===== config.mk =====
export PLATFORM = sky130hd
export DESIGN_NAME = gbuf_b_pingpong_ctrl_flat
export DESIGN_NICKNAME = d
export VERILOG_FILES = /design/src/rtl/gbuf_b_pingpong_ctrl_pkg.sv /design/src/rtl/gbuf_b_pingpong_ctrl_if.sv /design/src/rtl/gbuf_b_rd_seq.sv /design/src/rtl/gbuf_b_pingpong_ctrl.sv /design/src/flat_wrapper.sv
export SDC_FILE = /design/constraint.sdc
export NUM_CORES = 1
export LEC_CHECK = 0
export ABC_AREA = 1
export BUFFER_PORTS_ARGS = -buffer_cell sky130_fd_sc_hd__buf_4
export CORE_AREA = 3 3 123 125
export CTS_BUF_LIST = sky130_fd_sc_hd__clkbuf_2 sky130_fd_sc_hd__clkbuf_4 sky130_fd_sc_hd__clkbuf_8
export DETAILED_ROUTE_END_ITERATION = 12
export DIE_AREA = 0 0 126 128
export PLACE_DENSITY = 0.81
export SLEW_MARGIN = 15
export SYNTH_ARGS = -nofsm -noshare
export SYNTH_HDL_FRONTEND = slang
export SYNTH_SLANG_ARGS = --single-unit

===== constraint.sdc =====
create_clock -name i_clk -period 2 [get_ports i_clk]
set_input_delay 0.4 -clock i_clk [delete_from_list [all_inputs] [get_ports i_clk]]
set_output_delay 0.4 -clock i_clk [all_outputs]
set_load 0.05 [all_outputs]

===== src/rtl/gbuf_b_pingpong_ctrl_pkg.sv =====
// Shared constants and read-FSM encoding for the Buf-B ping-pong controller.
package gbuf_b_pingpong_ctrl_pkg;

  localparam int unsigned BUF_NUM        = 16;
  localparam int unsigned WORDS_PER_BANK = 32;
  localparam int unsigned ADDR_WIDTH     = 6;
  localparam int unsigned BRAM_DATA_WD   = 128;

  localparam int unsigned BANK_WD    = $clog2(BUF_NUM);
  localparam int unsigned WORD_WD    = $clog2(WORDS_PER_BANK);
  localparam int unsigned HALF_BEATS = BUF_NUM * WORDS_PER_BANK;
  localparam int unsigned WR_CNT_WD  = $clog2(HALF_BEATS);

  typedef enum logic [1:0] {
    RD_IDLE  = 2'd0,
    RD_ISSUE = 2'd1,
    RD_WAIT  = 2'd2,
    RD_HOLD  = 2'd3
  } rd_state_e;

endpackage


===== src/rtl/gbuf_b_pingpong_ctrl_if.sv =====
// Buf-B read port plus output stream.
//   o_rd_en/o_rd_cs/o_rd_addr/i_rd_data : BRAM read port
//   o_m_valid/o_m_data/i_m_ready         : output stream to next-layer DMA
interface gbuf_b_pingpong_ctrl_if;
  import gbuf_b_pingpong_ctrl_pkg::*;

  logic                    o_rd_en;
  logic [BUF_NUM-1:0]      o_rd_cs;
  logic [ADDR_WIDTH-1:0]   o_rd_addr;
  logic [BRAM_DATA_WD-1:0] i_rd_data;
  logic                    o_m_valid;
  logic [BRAM_DATA_WD-1:0] o_m_data;
  logic                    i_m_ready;

  modport master (
    output o_rd_en, o_rd_cs, o_rd_addr, o_m_valid, o_m_data,
    input  i_rd_data, i_m_ready
  );

  modport slave (
    input  o_rd_en, o_rd_cs, o_rd_addr, o_m_valid, o_m_data,
    output i_rd_data, i_m_ready
  );

endinterface


===== src/rtl/gbuf_b_rd_seq.sv =====
// Bank-major read-out of one full half: issue, wait RD_LAT, hold until accepted.
//   i_clr       : synchronous abort/clear
//   i_half_full : half currently selected for reading is full
//   i_rd_half   : half being read (address MSB)
//   o_done      : last word of the half handed off this cycle
//   o_idle      : FSM in RD_IDLE
module gbuf_b_rd_seq
  import gbuf_b_pingpong_ctrl_pkg::*;
#(
  parameter int unsigned RD_LAT = 1
) (
  input  logic                  i_clk,
  input  logic                  i_rstn,
  input  logic                  i_clr,
  input  logic                  i_half_full,
  input  logic                  i_rd_half,
  output logic                  o_done,
  output logic                  o_idle,
  gbuf_b_pingpong_ctrl_if.master bus
);

  rd_state_e               r_state, nxt_state;
  logic [BANK_WD-1:0]      r_bank;
  logic [WORD_WD-1:0]      r_word;
  logic [1:0]              r_lat_cnt;
  logic                    r_valid;
  logic [BRAM_DATA_WD-1:0] r_data;
  logic                    last_word, lat_done;

  assign last_word = (r_bank == BANK_WD'(BUF_NUM - 1)) &&
                     (r_word == WORD_WD'(WORDS_PER_BANK - 1));
  assign lat_done  = (r_lat_cnt == 2'(RD_LAT - 1));

  assign bus.o_m_valid = r_valid;
  assign bus.o_m_data  = r_data;
  assign o_idle        = (r_state == RD_IDLE);

  always_ff @(posedge i_clk or negedge i_rstn) begin
    if (!i_rstn)    r_state <= RD_IDLE;
    else if (i_clr) r_state <= RD_IDLE;
    else            r_state <= nxt_state;
  end

  always_comb begin
    nxt_state     = r_state;
    o_done        = 1'b0;
    bus.o_rd_en   = 1'b0;
    bus.o_rd_cs   = '0;
    bus.o_rd_addr = '0;
    case (r_state)
      RD_IDLE:  if (i_half_full) nxt_state = RD_ISSUE;
      RD_ISSUE: begin
        bus.o_rd_en   = 1'b1;
        bus.o_rd_cs   = BUF_NUM'(1) << r_bank;
        bus.o_rd_addr = {i_rd_half, r_word};
        nxt_state     = RD_WAIT;
      end
      RD_WAIT:  if (lat_done) nxt_state = RD_HOLD;
      RD_HOLD: begin
        if (bus.i_m_ready) begin
          o_done    = last_word;
          nxt_state = last_word ? RD_IDLE : RD_ISSUE;
        end
      end
      default:  nxt_state = RD_IDLE;
    endcase
  end

  // Word/bank roll over to 0/0 by natural wrap after the last word.
  always_ff @(posedge i_clk or negedge i_rstn) begin
    if (!i_rstn) begin
      r_bank    <= '0;
      r_word    <= '0;
      r_lat_cnt <= '0;
      r_valid   <= 1'b0;
      r_data    <= '0;
    end else if (i_clr) begin
      r_bank    <= '0;
      r_word    <= '0;
      r_lat_cnt <= '0;
      r_valid   <= 1'b0;
      r_data    <= '0;
    end else begin
      case (r_state)
        RD_ISSUE: r_lat_cnt <= '0;
        RD_WAIT: begin
          r_lat_cnt <= r_lat_cnt + 2'd1;
          if (lat_done) begin
            r_data  <= bus.i_rd_data;
            r_valid <= 1'b1;
          end
        end
        RD_HOLD: begin
          if (bus.i_m_ready) begin
            r_valid <= 1'b0;
            r_word  <= r_word + WORD_WD'(1);
            if (r_word == WORD_WD'(WORDS_PER_BANK - 1)) r_bank <= r_bank + BANK_WD'(1);
          end
        end
        default: ;
      endcase
    end
  end

endmodule


===== src/rtl/gbuf_b_pingpong_ctrl.sv =====
// Ping-pong scheduler for Global Buffer-B.
//   i_layer_start : synchronous clear of all state
//   i_wr_beat     : one write beat accepted into Buf-B
//   o_wr_half     : half the writer addresses
//   o_wr_stall    : target half still full
//   o_err_ovf     : sticky, beat seen while stalled
//   o_busy        : any half full or reader active
//   m_if          : BRAM read port and output stream
module gbuf_b_pingpong_ctrl
  import gbuf_b_pingpong_ctrl_pkg::*;
#(
  parameter int unsigned RD_LAT = 1
) (
  input  logic                  i_clk,
  input  logic                  i_rstn,
  input  logic                  i_layer_start,
  input  logic                  i_wr_beat,
  output logic                  o_wr_half,
  output logic                  o_wr_stall,
  output logic                  o_err_ovf,
  output logic                  o_busy,
  gbuf_b_pingpong_ctrl_if.master m_if
);

  logic [1:0]           r_full, full_nxt;
  logic                 r_wr_half, r_rd_half, r_err_ovf;
  logic [WR_CNT_WD-1:0] r_wr_cnt;
  logic                 beat_ok, wr_done, rd_done, rd_idle;

  assign o_wr_half  = r_wr_half;
  assign o_wr_stall = r_full[r_wr_half];
  assign o_err_ovf  = r_err_ovf;
  assign o_busy     = (|r_full) || !rd_idle;

  assign beat_ok = i_wr_beat && !o_wr_stall;
  assign wr_done = beat_ok && (r_wr_cnt == WR_CNT_WD'(HALF_BEATS - 1));

  // Set and clear always target different halves, so both may land in one edge.
  always_comb begin
    full_nxt = r_full;
    if (wr_done) full_nxt[r_wr_half] = 1'b1;
    if (rd_done) full_nxt[r_rd_half] = 1'b0;
  end

  always_ff @(posedge i_clk or negedge i_rstn) begin
    if (!i_rstn) begin
      r_full    <= '0;
      r_wr_half <= 1'b0;
      r_rd_half <= 1'b0;
      r_wr_cnt  <= '0;
      r_err_ovf <= 1'b0;
    end else if (i_layer_start) begin
      r_full    <= '0;
      r_wr_half <= 1'b0;
      r_rd_half <= 1'b0;
      r_wr_cnt  <= '0;
      r_err_ovf <= 1'b0;
    end else begin
      r_full <= full_nxt;
      if (beat_ok)                  r_wr_cnt  <= r_wr_cnt + WR_CNT_WD'(1);
      if (wr_done)                  r_wr_half <= ~r_wr_half;
      if (rd_done)                  r_rd_half <= ~r_rd_half;
      if (i_wr_beat && o_wr_stall)  r_err_ovf <= 1'b1;
    end
  end

  gbuf_b_rd_seq #(.RD_LAT(RD_LAT)) u_rd (
    .i_clk       (i_clk),
    .i_rstn      (i_rstn),
    .i_clr       (i_layer_start),
    .i_half_full (r_full[r_rd_half]),
    .i_rd_half   (r_rd_half),
    .o_done      (rd_done),
    .o_idle      (rd_idle),
    .bus         (m_if)
  );

endmodule


===== src/flat_wrapper.sv =====
// flat-port wrapper written by rule: the top's interface ports become plain ports
module gbuf_b_pingpong_ctrl_flat import gbuf_b_pingpong_ctrl_pkg::*;
#(
  parameter int unsigned RD_LAT = 1
)
  (i_clk, i_rstn, i_layer_start, i_wr_beat, o_wr_half, o_wr_stall, o_err_ovf, o_busy, m_if_o_rd_en, m_if_o_rd_cs, m_if_o_rd_addr, m_if_o_m_valid, m_if_o_m_data, m_if_i_rd_data, m_if_i_m_ready);
  gbuf_b_pingpong_ctrl_if m_if_i ();
  input  logic i_clk;
  input  logic i_rstn;
  input  logic i_layer_start;
  input  logic i_wr_beat;
  output logic o_wr_half;
  output logic o_wr_stall;
  output logic o_err_ovf;
  output logic o_busy;
  output wire logic [$bits(m_if_i.o_rd_en)-1:0] m_if_o_rd_en;
  output wire logic [$bits(m_if_i.o_rd_cs)-1:0] m_if_o_rd_cs;
  output wire logic [$bits(m_if_i.o_rd_addr)-1:0] m_if_o_rd_addr;
  output wire logic [$bits(m_if_i.o_m_valid)-1:0] m_if_o_m_valid;
  output wire logic [$bits(m_if_i.o_m_data)-1:0] m_if_o_m_data;
  input wire logic [$bits(m_if_i.i_rd_data)-1:0] m_if_i_rd_data;
  input wire logic [$bits(m_if_i.i_m_ready)-1:0] m_if_i_m_ready;
  assign m_if_o_rd_en = m_if_i.o_rd_en;
  assign m_if_o_rd_cs = m_if_i.o_rd_cs;
  assign m_if_o_rd_addr = m_if_i.o_rd_addr;
  assign m_if_o_m_valid = m_if_i.o_m_valid;
  assign m_if_o_m_data = m_if_i.o_m_data;
  assign m_if_i.i_rd_data = m_if_i_rd_data;
  assign m_if_i.i_m_ready = m_if_i_m_ready;
  gbuf_b_pingpong_ctrl #(.RD_LAT(RD_LAT)) u_core (.i_clk(i_clk), .i_rstn(i_rstn), .i_layer_start(i_layer_start), .i_wr_beat(i_wr_beat), .o_wr_half(o_wr_half), .o_wr_stall(o_wr_stall), .o_err_ovf(o_err_ovf), .o_busy(o_busy), .m_if(m_if_i));
endmodule

==> Word-level counts from Yosys, hierarchy flattened <==
Index checks and enable logic that the tools add are counted.
{ "word_totals": {"output_inout_bits": 156, "inputBits": 133, "regBits": 156} }
{ "op_classes": {"n_lt_le_gt_ge": 4, "addsub": 4, "n_reduce_logical": 28, "bitwise": 5, "muxes": 46, "eq_ne": 9, "n_shift": 1} }
{ "ops": {"columns": ["operator", "n"], "rows": [
  ["128-bit two-way mux", 3],
  ["1-bit two-way mux", 19],
  ["9-bit two-way mux", 2],
  ["2-bit nonzero test", 9],
  ["16-bit two-way mux", 1],
  ["2-bit two-way mux", 8],
  ["4-bit two-way mux", 4],
  ["1-bit by 4-bit << shifter with 16-bit output (first input constant)", 1],
  ["5-bit two-way mux", 3],
  ["9-bit by 1-bit adder with 9-bit output (second input constant)", 1],
  ["9-bit equality test (second input constant)", 1],
  ["3-bit inequality test (second input constant)", 3],
  ["3-bit AND reduction", 3],
  ["2-bit one-hot mux with 4 select lines", 1],
  ["1-bit logical AND", 6],
  ["6-bit two-way mux", 1],
  ["3-bit nonzero test", 2],
  ["5-bit by 1-bit adder with 5-bit output (second input constant)", 1],
  ["5-bit equality test (second input constant)", 1],
  ["4-bit by 1-bit adder with 4-bit output (second input constant)", 1],
  ["2-bit equality test (second input constant)", 2],
  ["4-bit equality test (second input constant)", 1],
  ["2-bit logical NOT", 2],
  ["1-bit by 2-bit less-than comparator with 1-bit output (second input constant)", 2],
  ["other kinds (14)", 19]
]} }

==> Depth between registers and ports, before layout <==
{ "depth": {"depth_word": 9, "mapped_depth": 10, "ltp_nobuf": 10} }

==> Hierarchy <==
A second synthesis with hierarchy kept.
{ "hier_totals": {"cells_unflattened": 816, "hier_area_um2": 7059.3} }
{ "by_module_without_submodules": {"columns": ["module", "area_each_um2", "cells_each", "n_inst", "seq_area_each_um2"], "rows": [
  ["gbuf_b_rd_seq", 6292.3, 716, 1, 3553.4],
  ["gbuf_b_pingpong_ctrl", 767.0, 100, 1, 350.3]
]} }

==> Worst setup path before layout <==
No wires, ideal clock.
{ "synth_path": {"path_kind": "reg2out", "from": "register u_core.u_rd.r_state[1]", "to": "output m_if_o_rd_cs[0]", "arrival_time_ps": 2337, "stages_incl_launch_ff": 8, "slack_ps": -737, "cell_sequence": "dfrtp_1 > inv_1 > ha_1 > buf_2 > inv_1 > or2_2 > clkbuf_1 > nor2_1"} }
{ "synth_between": {"elab_chain_cells": 2} }
{ "synth_lines": {"columns": ["element", "line_no", "text"], "rows": [
  ["start: declaration", "gbuf_b_rd_seq.sv:22", "rd_state_e r_state, nxt_state;"],
  ["start signal: assignment", "gbuf_b_rd_seq.sv:41", "else r_state <= nxt_state;"],
  ["2-bit by 1-bit equality test with 1-bit output", "gbuf_b_rd_seq.sv:50", "case (r_state)"],
  ["16-bit two-way mux", "gbuf_b_rd_seq.sv:50", null],
  ["end: declaration", "flat_wrapper.sv:17", "output wire logic [$bits(m_if_i.o_rd_cs)-1:0] m_if_o_rd_cs;"]
]} }
No other way between the ends.

==> Worst setup path in the final report <==
{ "layout_path": {"from": "register u_core.u_rd.r_state[1]", "to": "output m_if_o_rd_cs[3]"} }
The elaborated chain is that of the path after synthesis.

==> results.yml <==
floorplanning:
  ios: 289
  coreArea_um2: 13990
  die_h_um: 128
  rows: 43
  die_w_um: 126
  start_util: 0.5008
  die-area_um2: 16130
setup_path:
  cp_max_fo: 8
  rr_startpoint: "u_core.u_rd.r_state[0]$_DFFE_PN0P_"
  reg2reg_slack_ps: 290
  startpoint: "u_core.u_rd.r_state[1]$_DFFE_PN0P_"
  endpoint_kind: "output port"
  crit_arrival_ps: 1710
  crit_required_ps: 1600
  r2r_cells: 7
  path_class: "reg2out"
  r2r_end: "u_core.u_rd.bus.o_m_data[28]$_DFFE_PN0P_"
  critPathLaunchType: "flop"
yosys:
  ys_seq_area_frac: 0.5572
  syn_nets: 947
  syn_area_per_cell_um2: 8.768
  ys_warn_count: 0
  syn_area_um2: 7005
  synth_seq_cells: 156
  netlist_instances: 799
  ys_types: 26
global_routing:
  antenna_found_initial: 0
  grt_overflow: 0
  grt_max_degree: 129
  grt_pass1_vias: 6357
  grt_first_pass_wirelength_um: 33580
  gr-usage-all-layers: 0.2634
timing:
  fin_worst_skew_ps: 9.386
  hold_ws_ps: 171.8
  hold_viol_final: 0
  setup_ws_ps: -113.2
  relSlewSlack: 0.5896
  min_period_over_period: 1.057
  fin_tns_setup_ps: -1297
  tightest_slew_ps: 615.6
  finalMaxSlewViolations: 0
  rsz0062_at_grt: "yes"
  setup_violations: 16
  period_minus_slack_ps: 2113
  clock.fmax_mhz: 473.2
power:
  ir_drop_mv: 0.8403
  leakage_nw: 4.858
  power.density_nw_per_um2: 1120
  power_mw: 11.19
placement:
  hpwl_um: 14800
  numPortBuffers: 288
  place_area_um2: 9360
  dp_cells: 1233
  pre_cts_ws_ps: 108.5
  routabilityCongestion: 0.8378
worst_hold_path:
  hold_end: "u_core.u_rd.bus.o_m_data[15]$_DFFE_PN0P_"
  hold_start: "m_if_i_rd_data[15]"
  hp-class: "in2reg"
  whs_path_depth: 3
final_layout:
  layout_commonest_cell: "buf_4"
  layout_common_cells: "buf_4 (274), inv_1 (156), dfrtp_1 (155)"
  area_growth_pct: 42.54
  postLayoutCoreUtil: 0.7139
  ff_latch_area_um2: 3905
  finalNonFillerCells: 1270
  fill_cells: 1073
  antenna_cells: 0
  fin_area_um2: 9986
  layout-drive-gt1-share: 0.3367
  fin_nets: 1225
  multi_input_area_um2: 2328
clocking:
  cts_buffer_depth: 2
  cts_tree: "built"
  htree_levels: 4
  cts.sinks: 156
  clock_latency_ps: 450
  cts-root-buf: "clkbuf_8"
  cts.clk_slew.worst_paths_ps: 90
  cts_buffers: 17
routing:
  drt_iter0_markers: 599
  via_per_inst: 5.148
  ant_nets: 0
  dr.pass1.iters: 5
  num_vias: 6538
  drt-total-wl_um: 21530
  avgRoutedWirePerCell_um: 16.95
  route.detailed.drc: 0
status:
  failed_checks: "setup timing"
  status: "complete, but fails checks"
run:
  maxCapViolations: 0
-- cell families (layout without fill, tap and decap cells) --
family / after synthesis / count (layout) / share of synthesized area
adders and majority gates: 15 / 15 / 0.02679
buffers and inverters: 208 / 499 / 0.1298
DFF: 156 / 156 / 0.5572
and+or+nand+nor: 264 / 264 / 0.1718
AOI/OAI and AO/OA: 156 / 156 / 0.1143
-- worst max-delay path: stages (launching register included) --
cell and delay [ps]:
dfrtp_1 410, inv_2 80, ha_4 130, inv_2 30, or2_4 320, nor2_4 120
buf_6 160
-- area by class of cell --
type                       count  share of cell area
clock buffer                  20             0.02631
tap                          180             0.02255
multi-input combinational    435              0.2332
inverter                     162             0.06115
sequential                   156              0.3911
clock inverter                12             0.01616
timing repair buffer         305              0.2496
-- metal layers --
| layer | wire [um] | GRT usage | vias up |
|---|---|---|---|
| li1 | - | - | 3110 |
| met1 | 8211 | 0.3295 | 3103 |
| met2 | 10820 | 0.4369 | 276 |
| met3 | 1706 | 0.07125 | 49 |
| met4 | 795 | 0.1073 | 0 |
| met5 | 0 | 0 | - |
-- what timing repair did --
item | 4_1_cts | 5_1_grt
setup endpoints to repair | 17 | 23
pin swaps | 3 | 1
resized for setup | 18 | 30
hold buffers | 1 | 0
setup buffers | 2 | 2
endpoints found under the hold margin | 43 | 0
-- state kept, by name, indices dropped and copies added, names as in the netlist --
register,count
u_core.u_rd.r_bank,4
u_core.u_rd.r_lat_cnt,2
u_core.u_rd.bus.o_m_valid,1
u_core.u_rd.r_state,2
u_core.r_full,2
u_core.o_wr_half,1
u_core.o_err_ovf,1
u_core.r_rd_half,1
u_core.r_wr_cnt,9
u_core.u_rd.r_word,5
u_core.u_rd.bus.o_m_data,128
-- report_power, final --
part	switching, mW	internal [mW]
clock	1.19	1.31
sequential	0.302	3.67
combinational	3.40	1.32
-- cell usage after synthesis --
master    count  area [um2]
nand4_1       6       37.54
o22ai_1       1       6.260
nand2_2       1       6.260
buf_6        13       146.4
inv_4         1       6.260
buf_1         2       7.510
nor2_4        1       11.26
or2_2         1       6.260
ha_1         15       187.7
nand2_1      69       259.0
o21ai_1      24       120.1
nor3_1        2       10.01
dfrtp_1     156        3904
a41oi_1       1       8.760
buf_4         2       15.01
inv_2         1       3.750
clkbuf_1     12       45.04
nand3_1     146       730.7
nor2_1       38       142.6
inv_1       160       600.6
a21boi_0      1       7.510
o21ai_0     119       595.6
a31oi_1       1       6.260
o21ai_4       1       16.27
buf_2        17       85.08
a21oi_1       8       40.04
-- how the worst max path moves through the flow --
stage | cells after the start | end | slack (ps)
floorplan | 5 | m_if_o_rd_cs[10] | -80
global placement | 6 | m_if_o_rd_cs[1] | 150
detailed placement | 6 | m_if_o_rd_cs[0] | 110
CTS | 6 | m_if_o_rd_cs[7] | -130
global route | 6 | m_if_o_rd_cs[3] | -180
finish | 6 | m_if_o_rd_cs[3] | -110
(Power assumes the default switching activity.)
